$ cat config.mk
export PLATFORM = sky130hd
export DESIGN_NAME = uc_multicycle
export DESIGN_NICKNAME = d
export VERILOG_FILES = /design/src/rtl/uc_pkg.sv /design/src/rtl/uc_decode.sv /design/src/rtl/uc_multicycle.sv
export SDC_FILE = /design/constraint.sdc
export NUM_CORES = 1
export LEC_CHECK = 0
export ABC_AREA = 1
export CORE_MARGIN = 8
export CORE_UTILIZATION = 25
export CTS_CLUSTER_DIAMETER = 50
export DETAILED_ROUTE_END_ITERATION = 8
export GPL_TIMING_DRIVEN = 0
export PLACE_DENSITY_LB_ADDON = 0.12
export SYNTH_ARGS = -nofsm -noshare
export SYNTH_HDL_FRONTEND = slang
export SYNTH_SLANG_ARGS = --single-unit
$ cat constraint.sdc
create_clock -name clk -period 4.2 [get_ports clk]
set_input_delay 0.84 -clock clk [delete_from_list [all_inputs] [get_ports clk]]
set_output_delay 0.84 -clock clk [all_outputs]
set_load 0.02 [all_outputs]
$ cat src/rtl/uc_pkg.sv
// Shared definitions for the multi-cycle control unit: opcode map, ALUOp codes,
// FSM state encodings, per-opcode class helpers and the bundled control records.
package uc_pkg;

  // Opcode map (6-bit field); values 29..63 are illegal
  localparam logic [5:0] OP_ADD   = 6'd0;
  localparam logic [5:0] OP_SUB   = 6'd1;
  localparam logic [5:0] OP_AND   = 6'd2;
  localparam logic [5:0] OP_OR    = 6'd3;
  localparam logic [5:0] OP_XOR   = 6'd4;
  localparam logic [5:0] OP_ADDI  = 6'd5;
  localparam logic [5:0] OP_SUBI  = 6'd6;
  localparam logic [5:0] OP_ANDI  = 6'd7;
  localparam logic [5:0] OP_ORI   = 6'd8;
  localparam logic [5:0] OP_XORI  = 6'd9;
  localparam logic [5:0] OP_NOT   = 6'd10;
  localparam logic [5:0] OP_SL    = 6'd11;
  localparam logic [5:0] OP_SR    = 6'd12;
  localparam logic [5:0] OP_SLT   = 6'd13;
  localparam logic [5:0] OP_MOVE  = 6'd14;
  localparam logic [5:0] OP_LOADI = 6'd15;
  localparam logic [5:0] OP_LOAD  = 6'd16;
  localparam logic [5:0] OP_STORE = 6'd17;
  localparam logic [5:0] OP_BEQ   = 6'd18;
  localparam logic [5:0] OP_BNE   = 6'd19;
  localparam logic [5:0] OP_J     = 6'd20;
  localparam logic [5:0] OP_JR    = 6'd21;
  localparam logic [5:0] OP_JAL   = 6'd22;
  localparam logic [5:0] OP_NOP   = 6'd23;
  localparam logic [5:0] OP_HLT   = 6'd24;
  localparam logic [5:0] OP_NAND  = 6'd25;
  localparam logic [5:0] OP_XNOR  = 6'd26;
  localparam logic [5:0] OP_IN    = 6'd27;
  localparam logic [5:0] OP_OUT   = 6'd28;
  localparam int         OP_COUNT = 29;

  // ALUOp codes; ALU_NOP marks instructions that do not use the ALU
  localparam logic [3:0] ALU_ADD  = 4'b0000;
  localparam logic [3:0] ALU_SUB  = 4'b0001;
  localparam logic [3:0] ALU_AND  = 4'b0010;
  localparam logic [3:0] ALU_OR   = 4'b0011;
  localparam logic [3:0] ALU_XOR  = 4'b0100;
  localparam logic [3:0] ALU_NOT  = 4'b0101;
  localparam logic [3:0] ALU_SL   = 4'b0110;
  localparam logic [3:0] ALU_SR   = 4'b0111;
  localparam logic [3:0] ALU_SLT  = 4'b1000;
  localparam logic [3:0] ALU_NAND = 4'b1001;
  localparam logic [3:0] ALU_XNOR = 4'b1010;
  localparam logic [3:0] ALU_PASS = 4'b1011;
  localparam logic [3:0] ALU_NOP  = 4'b1111;

  typedef enum logic [2:0] {
    IDLE    = 3'd0,
    FETCH   = 3'd1,
    DECODE  = 3'd2,
    EXEC    = 3'd3,
    MEM     = 3'd4,
    IO_WAIT = 3'd5,
    WB      = 3'd6,
    HALT    = 3'd7
  } state_t;

  // Static decode of one opcode, before per-state gating
  typedef struct packed {
    logic       reg_dest;
    logic       alu_src;
    logic       slt;
    logic       mem_to_reg;
    logic       io_to_reg;
    logic       jal;
    logic       branch;
    logic       jump;
    logic       jump_r;
    logic       mem_read;
    logic       mem_write;
    logic       reg_write;
    logic       is_mem;
    logic       is_in;
    logic       is_out;
    logic       is_hlt;
    logic       illegal;
    logic [1:0] op_io;
    logic [3:0] alu_op;
  } dec_t;

  // Registered single-bit outputs plus OpIO
  typedef struct packed {
    logic       ir_write;
    logic       pc_write;
    logic       reg_write;
    logic       mem_write;
    logic       mem_read;
    logic       reg_dest;
    logic       io_to_reg;
    logic       alu_src;
    logic       slt;
    logic       mem_to_reg;
    logic       branch;
    logic       jump;
    logic       jump_r;
    logic       jal;
    logic       hlt;
    logic       in_req;
    logic [1:0] op_io;
  } ctrl_t;

  // Opcodes whose WB stage writes the register file
  function automatic logic writes_reg(input logic [5:0] op);
    case (op)
      OP_ADD, OP_SUB, OP_AND, OP_OR, OP_XOR, OP_NAND, OP_XNOR,
      OP_ADDI, OP_SUBI, OP_ANDI, OP_ORI, OP_XORI,
      OP_LOAD, OP_LOADI, OP_MOVE, OP_NOT, OP_SR, OP_SL, OP_SLT, OP_JAL:
        writes_reg = 1'b1;
      default:
        writes_reg = 1'b0;
    endcase
  endfunction

  // Opcodes that go from EXEC into the MEM stage
  function automatic logic uses_mem(input logic [5:0] op);
    case (op)
      OP_LOAD, OP_STORE: uses_mem = 1'b1;
      default:           uses_mem = 1'b0;
    endcase
  endfunction

endpackage

$ cat src/rtl/uc_decode.sv
// Combinational opcode decoder: maps an opcode to its static control fields and
// class bits. Illegal opcodes decode to an all-zero record with ALUOp = no-op.
module uc_decode
  import uc_pkg::*;
#(
  parameter int OP_W = 6
) (
  input  logic [OP_W-1:0] op,
  output dec_t            dec
);

  logic [5:0] op6_s;

  // Decode the opcode; any value at or above OP_COUNT (including upper bits) is illegal
  always_comb begin
    dec         = {$bits(dec_t){1'b0}};
    dec.alu_op  = ALU_NOP;
    op6_s       = op[5:0];
    dec.illegal = (op >= OP_W'(OP_COUNT));
    if (!dec.illegal) begin
      dec.reg_write = writes_reg(op6_s);
      dec.is_mem    = uses_mem(op6_s);
      case (op6_s)
        OP_ADD:   begin dec.reg_dest = 1'b1; dec.alu_op = ALU_ADD;  end
        OP_SUB:   begin dec.reg_dest = 1'b1; dec.alu_op = ALU_SUB;  end
        OP_AND:   begin dec.reg_dest = 1'b1; dec.alu_op = ALU_AND;  end
        OP_OR:    begin dec.reg_dest = 1'b1; dec.alu_op = ALU_OR;   end
        OP_XOR:   begin dec.reg_dest = 1'b1; dec.alu_op = ALU_XOR;  end
        OP_NAND:  begin dec.reg_dest = 1'b1; dec.alu_op = ALU_NAND; end
        OP_XNOR:  begin dec.reg_dest = 1'b1; dec.alu_op = ALU_XNOR; end
        OP_NOT:   begin dec.reg_dest = 1'b1; dec.alu_op = ALU_NOT;  end
        OP_SL:    begin dec.reg_dest = 1'b1; dec.alu_op = ALU_SL;   end
        OP_SR:    begin dec.reg_dest = 1'b1; dec.alu_op = ALU_SR;   end
        OP_MOVE:  begin dec.reg_dest = 1'b1; dec.alu_op = ALU_PASS; end
        OP_SLT:   begin dec.reg_dest = 1'b1; dec.slt = 1'b1; dec.alu_op = ALU_SLT; end
        OP_ADDI:  begin dec.alu_src = 1'b1; dec.alu_op = ALU_ADD;  end
        OP_SUBI:  begin dec.alu_src = 1'b1; dec.alu_op = ALU_SUB;  end
        OP_ANDI:  begin dec.alu_src = 1'b1; dec.alu_op = ALU_AND;  end
        OP_ORI:   begin dec.alu_src = 1'b1; dec.alu_op = ALU_OR;   end
        OP_XORI:  begin dec.alu_src = 1'b1; dec.alu_op = ALU_XOR;  end
        OP_LOADI: begin dec.alu_src = 1'b1; dec.alu_op = ALU_PASS; end
        OP_LOAD: begin
          dec.alu_src    = 1'b1;
          dec.mem_to_reg = 1'b1;
          dec.mem_read   = 1'b1;
          dec.alu_op     = ALU_ADD;
        end
        OP_STORE: begin
          dec.alu_src   = 1'b1;
          dec.mem_write = 1'b1;
          dec.alu_op    = ALU_ADD;
        end
        OP_BEQ, OP_BNE: begin dec.branch = 1'b1; dec.alu_op = ALU_SUB; end
        OP_J:    dec.jump   = 1'b1;
        OP_JR:   dec.jump_r = 1'b1;
        OP_JAL:  begin dec.jump = 1'b1; dec.jal = 1'b1; end
        OP_HLT:  dec.is_hlt = 1'b1;
        OP_IN: begin
          dec.is_in     = 1'b1;
          dec.io_to_reg = 1'b1;
          dec.mem_write = 1'b1;
          dec.op_io     = 2'b01;
        end
        OP_OUT: begin
          dec.is_out = 1'b1;
          dec.op_io  = 2'b10;
        end
        default: dec.alu_op = ALU_NOP;
      endcase
    end else begin
      dec.alu_op = ALU_NOP;
    end
  end

endmodule

$ cat src/rtl/uc_multicycle.sv
// Multi-cycle control unit: FETCH/DECODE/EXEC/MEM/WB sequencing with a
// variable-latency MEM stage, an IN handshake (IO_WAIT) and a resumable HALT.
// All outputs are registered and reflect the state currently held.
// Optional build macro UC_ILLEGAL_TRAP_EN: illegal opcodes trap into HALT and
// set the sticky illegal_op output; otherwise they execute as NOP.
module uc_multicycle
  import uc_pkg::*;
#(
  parameter int OP_W    = 6,
  parameter int ALUOP_W = 4,
  parameter int MEM_LAT = 1
) (
  input  logic               clk,
  input  logic               rst,
  input  logic [OP_W-1:0]    opCode,
  input  logic               in_valid,
  input  logic               resume,
  output logic               IRWrite,
  output logic               PCWrite,
  output logic               RegWrite,
  output logic               MemWrite,
  output logic               MemRead,
  output logic               RegDest,
  output logic               IOToReg,
  output logic               ALUSrc,
  output logic               SLT,
  output logic               MemtoReg,
  output logic               Branch,
  output logic               Jump,
  output logic               JumpR,
  output logic               Jal,
  output logic               Hlt,
  output logic [1:0]         OpIO,
  output logic [ALUOP_W-1:0] ALUOp,
  output logic               in_req,
  output logic [2:0]         state_dbg
`ifdef UC_ILLEGAL_TRAP_EN
  ,
  output logic               illegal_op
`endif
);

`ifdef UC_ILLEGAL_TRAP_EN
  localparam bit TRAP_ON = 1'b1;
`else
  localparam bit TRAP_ON = 1'b0;
`endif

  localparam int             CNT_W    = $clog2(MEM_LAT + 1);
  localparam logic [CNT_W-1:0] CNT_LAST = CNT_W'(MEM_LAT - 1);

  state_t               state_r, nxt_state_s;
  logic [OP_W-1:0]      op_q_r, dec_op_s;
  logic [CNT_W-1:0]     cnt_r, cnt_nxt_s;
  dec_t                 dec_s;
  ctrl_t                ctrl_r, ctrl_nxt_s;
  logic [ALUOP_W-1:0]   alu_r, alu_nxt_s;
  logic                 static_en_s;
`ifdef UC_ILLEGAL_TRAP_EN
  logic                 illegal_r;
`endif

  // While in DECODE the opcode being latched is decoded directly so the
  // registered outputs of the following state are correct on entry.
  assign dec_op_s = (state_r == DECODE) ? opCode : op_q_r;

  uc_decode #(.OP_W(OP_W)) u_decode (
    .op  (dec_op_s),
    .dec (dec_s)
  );

  // Next-state and MEM wait-counter logic
  always_comb begin
    nxt_state_s = state_r;
    cnt_nxt_s   = {CNT_W{1'b0}};
    case (state_r)
      IDLE:   nxt_state_s = FETCH;
      FETCH:  nxt_state_s = DECODE;
      DECODE: begin
        if (dec_s.is_hlt) begin
          nxt_state_s = HALT;
        end else if (dec_s.illegal) begin
          nxt_state_s = TRAP_ON ? HALT : EXEC;
        end else if (dec_s.is_in) begin
          nxt_state_s = IO_WAIT;
        end else begin
          nxt_state_s = EXEC;
        end
      end
      EXEC:   nxt_state_s = dec_s.is_mem ? MEM : WB;
      MEM: begin
        if (cnt_r == CNT_LAST) begin
          nxt_state_s = WB;
        end else begin
          nxt_state_s = MEM;
          cnt_nxt_s   = cnt_r + CNT_W'(1);
        end
      end
      IO_WAIT: nxt_state_s = in_valid ? MEM : IO_WAIT;
      WB:      nxt_state_s = FETCH;
      HALT:    nxt_state_s = resume ? WB : HALT;
      default: nxt_state_s = IDLE;
    endcase
  end

  // Output values for the state about to be entered
  always_comb begin
    ctrl_nxt_s  = {$bits(ctrl_t){1'b0}};
    alu_nxt_s   = {ALUOP_W{1'b0}};
    static_en_s = (nxt_state_s == EXEC) || (nxt_state_s == MEM) ||
                  (nxt_state_s == IO_WAIT) || (nxt_state_s == WB);
    if (static_en_s) begin
      ctrl_nxt_s.reg_dest   = dec_s.reg_dest;
      ctrl_nxt_s.io_to_reg  = dec_s.io_to_reg;
      ctrl_nxt_s.alu_src    = dec_s.alu_src;
      ctrl_nxt_s.slt        = dec_s.slt;
      ctrl_nxt_s.mem_to_reg = dec_s.mem_to_reg;
      ctrl_nxt_s.jal        = dec_s.jal;
      alu_nxt_s             = ALUOP_W'(dec_s.alu_op);
      // OUT is a one-cycle display strobe in EXEC only
      if (dec_s.is_out) begin
        ctrl_nxt_s.op_io = (nxt_state_s == EXEC) ? 2'b10 : 2'b00;
      end else begin
        ctrl_nxt_s.op_io = dec_s.op_io;
      end
    end else begin
      alu_nxt_s = {ALUOP_W{1'b0}};
    end
    case (nxt_state_s)
      FETCH:   ctrl_nxt_s.ir_write = 1'b1;
      MEM: begin
        ctrl_nxt_s.mem_read  = dec_s.mem_read;
        ctrl_nxt_s.mem_write = dec_s.mem_write;
      end
      IO_WAIT: ctrl_nxt_s.in_req = 1'b1;
      WB: begin
        ctrl_nxt_s.pc_write  = 1'b1;
        ctrl_nxt_s.reg_write = dec_s.reg_write;
        ctrl_nxt_s.branch    = dec_s.branch;
        ctrl_nxt_s.jump      = dec_s.jump;
        ctrl_nxt_s.jump_r    = dec_s.jump_r;
      end
      HALT:    ctrl_nxt_s.hlt = 1'b1;
      default: ctrl_nxt_s.hlt = 1'b0;
    endcase
  end

  // State, opcode latch, wait counter and registered outputs
  always_ff @(posedge clk) begin
    if (rst) begin
      state_r <= IDLE;
      op_q_r  <= {OP_W{1'b0}};
      cnt_r   <= {CNT_W{1'b0}};
      ctrl_r  <= {$bits(ctrl_t){1'b0}};
      alu_r   <= {ALUOP_W{1'b0}};
`ifdef UC_ILLEGAL_TRAP_EN
      illegal_r <= 1'b0;
`endif
    end else begin
      state_r <= nxt_state_s;
      cnt_r   <= cnt_nxt_s;
      ctrl_r  <= ctrl_nxt_s;
      alu_r   <= alu_nxt_s;
      if (state_r == DECODE) begin
        op_q_r <= opCode;
      end
`ifdef UC_ILLEGAL_TRAP_EN
      if ((state_r == DECODE) && dec_s.illegal) begin
        illegal_r <= 1'b1;
      end
`endif
    end
  end

  assign IRWrite   = ctrl_r.ir_write;
  assign PCWrite   = ctrl_r.pc_write;
  assign RegWrite  = ctrl_r.reg_write;
  assign MemWrite  = ctrl_r.mem_write;
  assign MemRead   = ctrl_r.mem_read;
  assign RegDest   = ctrl_r.reg_dest;
  assign IOToReg   = ctrl_r.io_to_reg;
  assign ALUSrc    = ctrl_r.alu_src;
  assign SLT       = ctrl_r.slt;
  assign MemtoReg  = ctrl_r.mem_to_reg;
  assign Branch    = ctrl_r.branch;
  assign Jump      = ctrl_r.jump;
  assign JumpR     = ctrl_r.jump_r;
  assign Jal       = ctrl_r.jal;
  assign Hlt       = ctrl_r.hlt;
  assign in_req    = ctrl_r.in_req;
  assign OpIO      = ctrl_r.op_io;
  assign ALUOp     = alu_r;
  assign state_dbg = state_r;
`ifdef UC_ILLEGAL_TRAP_EN
  assign illegal_op = illegal_r;
`endif

endmodule
Word level (Yosys, flattened, before mapping)
Memories as Yosys holds them, arrays and structs flattened.
Cells that the tools add are included.
- bits in registers: 32
- ROM bits: 32
- word-level logic and storage cells: 127
- memories kept: 1
- add/subtract/negate cells: 1
- $lt $le $gt $ge: 1
- equality and inequality tests: 40
- mux-type cells: 34
- bitwise gates (word level): 5
- reduce and logical (&&, ||, !) cells: 24
- memories (memory ; words ; bits a word ; read ports ; clocked after Yosys merged registers in ; wr ports ; line ; source):
    (no name shown) ; 32 ; 1 ; 1 ; 0 ; 0 ; uc_pkg.sv:109 ; case (op)
- operators with widths (cell ; number):
    $eq 6x5->1 const B ; 12
    $eq 6x4->1 const B ; 8
    $pmux 4 s12 ; 1
    $eq 3x3->1 const B ; 8
    $eq 6x3->1 const B ; 4
    $pmux 3 s7 ; 1
    $reduce_or 2->1 ; 10
    $mux 1 ; 19
    $eq 6x2->1 const B ; 2
    $mux 2 ; 6
    $reduce_or 12->1 ; 1
    $reduce_or 3->1 ; 4
    $reduce_or 4->1 ; 3
    $eq 3x2->1 const B ; 3
    $mux 3 ; 3
    $reduce_or 8->1 ; 1
    $eq 3x1->1 const B ; 2
    $eq 6x1->1 const B ; 1
    $ge 6x5->1 const B ; 1
    $logic_not 6->1 ; 1
    $mux 6 ; 1
    $mux 5 ; 1
    $not 1->1 ; 5
    $mux 4 ; 1
    4 further kinds ; 6

Longest topological paths before layout
- depth in word-level cells: 16
- depth in mapped cells: 17
- depth with buffers taken out: 17

Modules after synthesis
A second synthesis with hierarchy kept.
- cells, all modules: 278
- area, all modules: 1920.6 um^2
- by module, submodules not included (module ; instances ; cells an instance ; area each (um^2)):
    uc_multicycle ; 1 ; 161 ; 1280.0
    uc_decode ; 1 ; 117 ; 640.6

Worst setup path after synthesis
No wires, ideal clock.
- path kind: reg2reg
- start point: reg state_r[0], in the netlist state_dbg[0]
- end point: reg alu_r[1], in the netlist ALUOp[1]
- setup time: 121 ps
- arrival time: 2372 ps
- data required time: 4079 ps
- setup slack: 1708 ps
- cell stages (with the launch flop): 18
- buffers on the path: 0
- period minus slack after synthesis: 2492 ps
- cell sequence: dfxtp_1 -> inv_2 -> nand2_1 -> nor2_2 -> or2_2 -> o21ai_0 -> inv_1 -> ha_1 -> inv_1 -> nor2_4 -> nand2_2 -> nand2_1 -> nand2_1 -> nand3_2 -> inv_2 -> nand2_1 -> nand3_2 -> a21oi_1
- longest elaborated chain between the ends: 15
- elaborated cells on any way between the ends: 62
- those cells by class: order compare: 1; eq/ne: 34; mux: 12; bitwise: 1; reduce/logical: 14
- RTL lines (what ; line ; source):
    from (decl) ; uc_multicycle.sv:52 ; state_t state_r, nxt_state_s;
    from (signal assigned) ; uc_multicycle.sv:160 ; state_r <= nxt_state_s;
    $eq 3x2->1 (*) ; uc_multicycle.sv:65 ; assign dec_op_s = (state_r == DECODE) ? opCode : op_q_r;
    $mux 6 (*) ; - ;
    net dec_op_s[1] ; uc_multicycle.sv:53 ; logic [OP_W-1:0] op_q_r, dec_op_s;
    parallel branches: the longest is 13 deep, another holds $ge 6x5->1 ; - ;
    to (signal assigned) ; uc_multicycle.sv:155 ; alu_r <= {ALUOP_W{1'b0}};
    to (signal assigned) ; uc_multicycle.sv:163 ; alu_r <= alu_nxt_s;
    to (decl) ; uc_multicycle.sv:57 ; logic [ALUOP_W-1:0] alu_r, alu_nxt_s;
Mark *: on every way through the listed nets, which the timed path passes.
A chain may end at the register's enable or synchronous reset.

Final worst setup path
- start point: in opCode[1]
- end point: reg alu_r[3], in the netlist ALUOp[3]
- longest elaborated chain between the ends: 14
- elaborated cells on any way between the ends: 53
- those cells by class: order compare: 1; eq/ne: 27; mux: 12; bitwise: 1; reduce/logical: 12
- RTL lines (what ; line ; source):
    from (decl) ; uc_multicycle.sv:15 ; input logic [OP_W-1:0] opCode,
    $mux 6 (*) ; - ;
    net dec_op_s[1] ; uc_multicycle.sv:53 ;
    parallel branches: the longest is 13 deep, another holds $ge 6x5->1 ; - ;
Marks and branches as above.

==> flow_metrics.env <==
export IMPL_grt_max_degree=11
export IMPL_min_path_cells=4
export IMPL_clock_path_buffers=2
export IMPL_postCtsResizedCells=0
export IMPL_root_buffer="clkbuf_8"
export IMPL_path_clk_slew_ns=0.07
export IMPL_power_leakage_nw=0.960
export IMPL_rr_worst_depth=14
export IMPL_required_ns=4.37
export IMPL_fmax_mhz=337
export IMPL_synthArstFlopShare=0
export IMPL_grt_first_pass_wirelength_um=7400
export IMPL_status="completed"
export IMPL_synth_xor_area_frac=0
export IMPL_postCtsHoldBufs=0
export IMPL_drv_slew=0
export IMPL_stdcell_count=345
export IMPL_synth_simple_area_share=0.407
export IMPL_wirelength_um=4290
export IMPL_rsz0062_at_grt="false"
export IMPL_multi_input_area_um2=885
export IMPL_clock_skew_ns=0.00406
export IMPL_critPathKind="input port to flop"
export IMPL_synth_top_family_by_area="simple AND/OR/NAND/NOR gates"
export IMPL_drv_cap=0
export IMPL_final_common_cell="nor2_1"
export IMPL_yosysSeqAreaShare=0.387
export IMPL_reg2reg_from="state_dbg[1]"
export IMPL_powerDensity_nw_per_um2=475
export IMPL_start_util=0.259
export IMPL_synth_edf_count=0
export IMPL_slew_headroom=0.601
export IMPL_mappedNetlistNets=241
export IMPL_setup_tns_ns=0
export IMPL_nFillCells=706
export IMPL_hold_class="flop to flop"
export IMPL_syn2layout_area_growth_pct=32.9
export IMPL_drc_errors=0
export IMPL_first_global_vias=1582
export IMPL_avgViaCountPerCell=4.48
export IMPL_crit_fanout=6
export IMPL_antenna_found_initial=0
export IMPL_placed_cells=337
export IMPL_crit_path_end_kind="flop"
export IMPL_core_rowCount=29
export IMPL_min_delay_start="op_q_r[3]"
export IMPL_vias=1546
export IMPL_drt_iter0_drc=80
export IMPL_syn_area_per_cell_um2=7.33
export IMPL_max_slew_worst_pin_slew_ns=0.593
export IMPL_numCtsBuffers=5
export IMPL_overflow=0
export IMPL_worstPathArrival_ns=3.14
export IMPL_insertion_delay_ns=0.29
export IMPL_cts_sinks=32
export IMPL_r2r_end="ALUOp[3]"
export IMPL_syn_inst=226
export IMPL_synth_area_um2=1660
export IMPL_utilization=0.345
export IMPL_period_minus_slack_ns=2.97
export IMPL_gp_congestion=0.838
export IMPL_numPortBuffers=34
export IMPL_synth_top_cell_area_share=0.387
export IMPL_die_w_um=97.4
export IMPL_cts_tree="yes"
export IMPL_setup_violations=0
export IMPL_finalNetCount=282
export IMPL_dieArea_um2=9490
export IMPL_antenna_cells=0
export IMPL_ant_nets=0
export IMPL_final_cell_mix="nor2_1 (38), nand2_1 (35), clkdlybuf4s50_1 (34), dfxtp_1 (32), inv_1 (26)"
export IMPL_r2r_slack_ns=1.37
export IMPL_cts_setup_buffers=0
export IMPL_synth_compound_area_frac=0.0869
export IMPL_synth_cell_types=31
export IMPL_place_hpwl_um=3430
export IMPL_synth_area_top_cells="dfxtp_1 (39%), nor2_1 (8.6%), nand2_1 (7.9%), inv_1 (5.9%), a21oi_1 (3.9%)"
export IMPL_min_to="op_q_r[3]"
export IMPL_synthMuxAreaShare=0
export IMPL_dr_pass1_iters=4
export IMPL_ys_seq_elements=32
export IMPL_startpoint_type="input port"
export IMPL_grtUsageTotal=0.0934
export IMPL_period_share=0.707
export IMPL_synth_main_ff_cell="dfxtp_1"
export IMPL_drive_gt1_frac=0.153
export IMPL_htreeDepth=2
export IMPL_io_pins=35
export IMPL_hold_viol=0
export IMPL_vdd_ir_drop_max_mv=0.221
export IMPL_ys_warn_count=0
export IMPL_seqCellArea_um2=641
export IMPL_yosysTopAreaCell="dfxtp_1"
export IMPL_coreArea_um2=6390
export IMPL_yosys_area_share_adder=0.0378
export IMPL_fp_dieH_um=97.4
export IMPL_wl_per_cell_um=12.4
[metrics by stage]
step | area, um^2 | hold WS [ns] | worst slack [ns] | total power, mW
2_1_floorplan | 1660 | 0.562 | 1.71 | 0.641
3_3_place_gp | 2090 | 0.595 | 0.966 | 0.764
3_5_place_dp | 2090 | 0.602 | 0.925 | 0.759
4_1_cts | 2200 | 0.614 | 1.21 | 1.06
5_1_grt | 2200 | 0.639 | 0.993 | 1.11
6_report | 2200 | 0.609 | 1.23 | 1.04
[metal layers]
metal	global-route usage	share of wire	vias up	wire, um
met2	0.140	0.43	44	1850
met4	0.0326	0.014	0	59
met1	0.117	0.50	690	2130
met3	0.0370	0.060	6	256
met5	0	0	-	0
li1	-	-	806	-
[worst max-delay path: stages]
cell and delay [ns]:
clkdlybuf4s50_1 0.39, o21ai_0 0.49, inv_1 0.14, ha_1 0.25, inv_1 0.14, nor2_4 0.07, nand2_2 0.11, nand2_1 0.07
nand2_1 0.07, nand3_2 0.11, inv_2 0.13, nand2_1 0.11, nand3_2 0.15, a21oi_1 0.05
[worst max-delay path by stage]
stage / startpoint / end / slack, ns / cells past startpoint
after floorplan: state_dbg[0] / ALUOp[1] / 1.71 / 17
after global placement: opCode[0] / ALUOp[1] / 0.97 / 12
after detailed placement: opCode[1] / ALUOp[1] / 0.93 / 14
after CTS: opCode[1] / ALUOp[1] / 1.21 / 14
after global routing: opCode[0] / Jump / 0.99 / 12
final: opCode[1] / ALUOp[3] / 1.23 / 14
[kinds of logic (layout without fill, tap and decap cells)]
group / after synthesis / after routing
compound gates: 26 / 26
fa+ha+maj: 5 / 5
buf+inv: 33 / 75
flops: 32 / 32
other cells: 1 / 1
simple gates: 129 / 129
[sequential cells by signal (all words and copies together) (netlist names), 2 cells and up]
signal     cells
OpIO           2
ALUOp          4
op_q_r         6
state_dbg      3
[synthesized netlist by cell type, types with 2 or more instances]
master / instances
nand3_2: 6
inv_1: 26
nand4_1: 4
nand3_1: 13
nor2_1: 38
a21oi_1: 13
o211ai_1: 2
ha_1: 5
nand2_1: 35
nand2_4: 4
o21ai_0: 6
nor2_4: 3
inv_2: 5
nand2_2: 10
dfxtp_1: 32
nor2_2: 2
nor3_1: 8
[final cells by class]
class | count | share of cell area
Inverter | 31 | 0.0529
Buffer | 2 | 0.00682
Clock buffer | 6 | 0.0330
Sequential cell | 32 | 0.291
Multi-Input combinational cell | 161 | 0.402
Timing Repair Buffer | 34 | 0.155
Tap cell | 77 | 0.0438
Clock inverter | 2 | 0.0159
[report_power, final]
part	internal, mW	leakage, nW	total (mW)	switching [mW]
Clock	0.176	0.0552	0.292	0.116
Combinational	0.142	0.644	0.404	0.262
Sequential	0.332	0.260	0.348	0.0158
Total	0.650	0.960	1.04	0.394
Note: power is estimated with default switching activity, not from simulation.
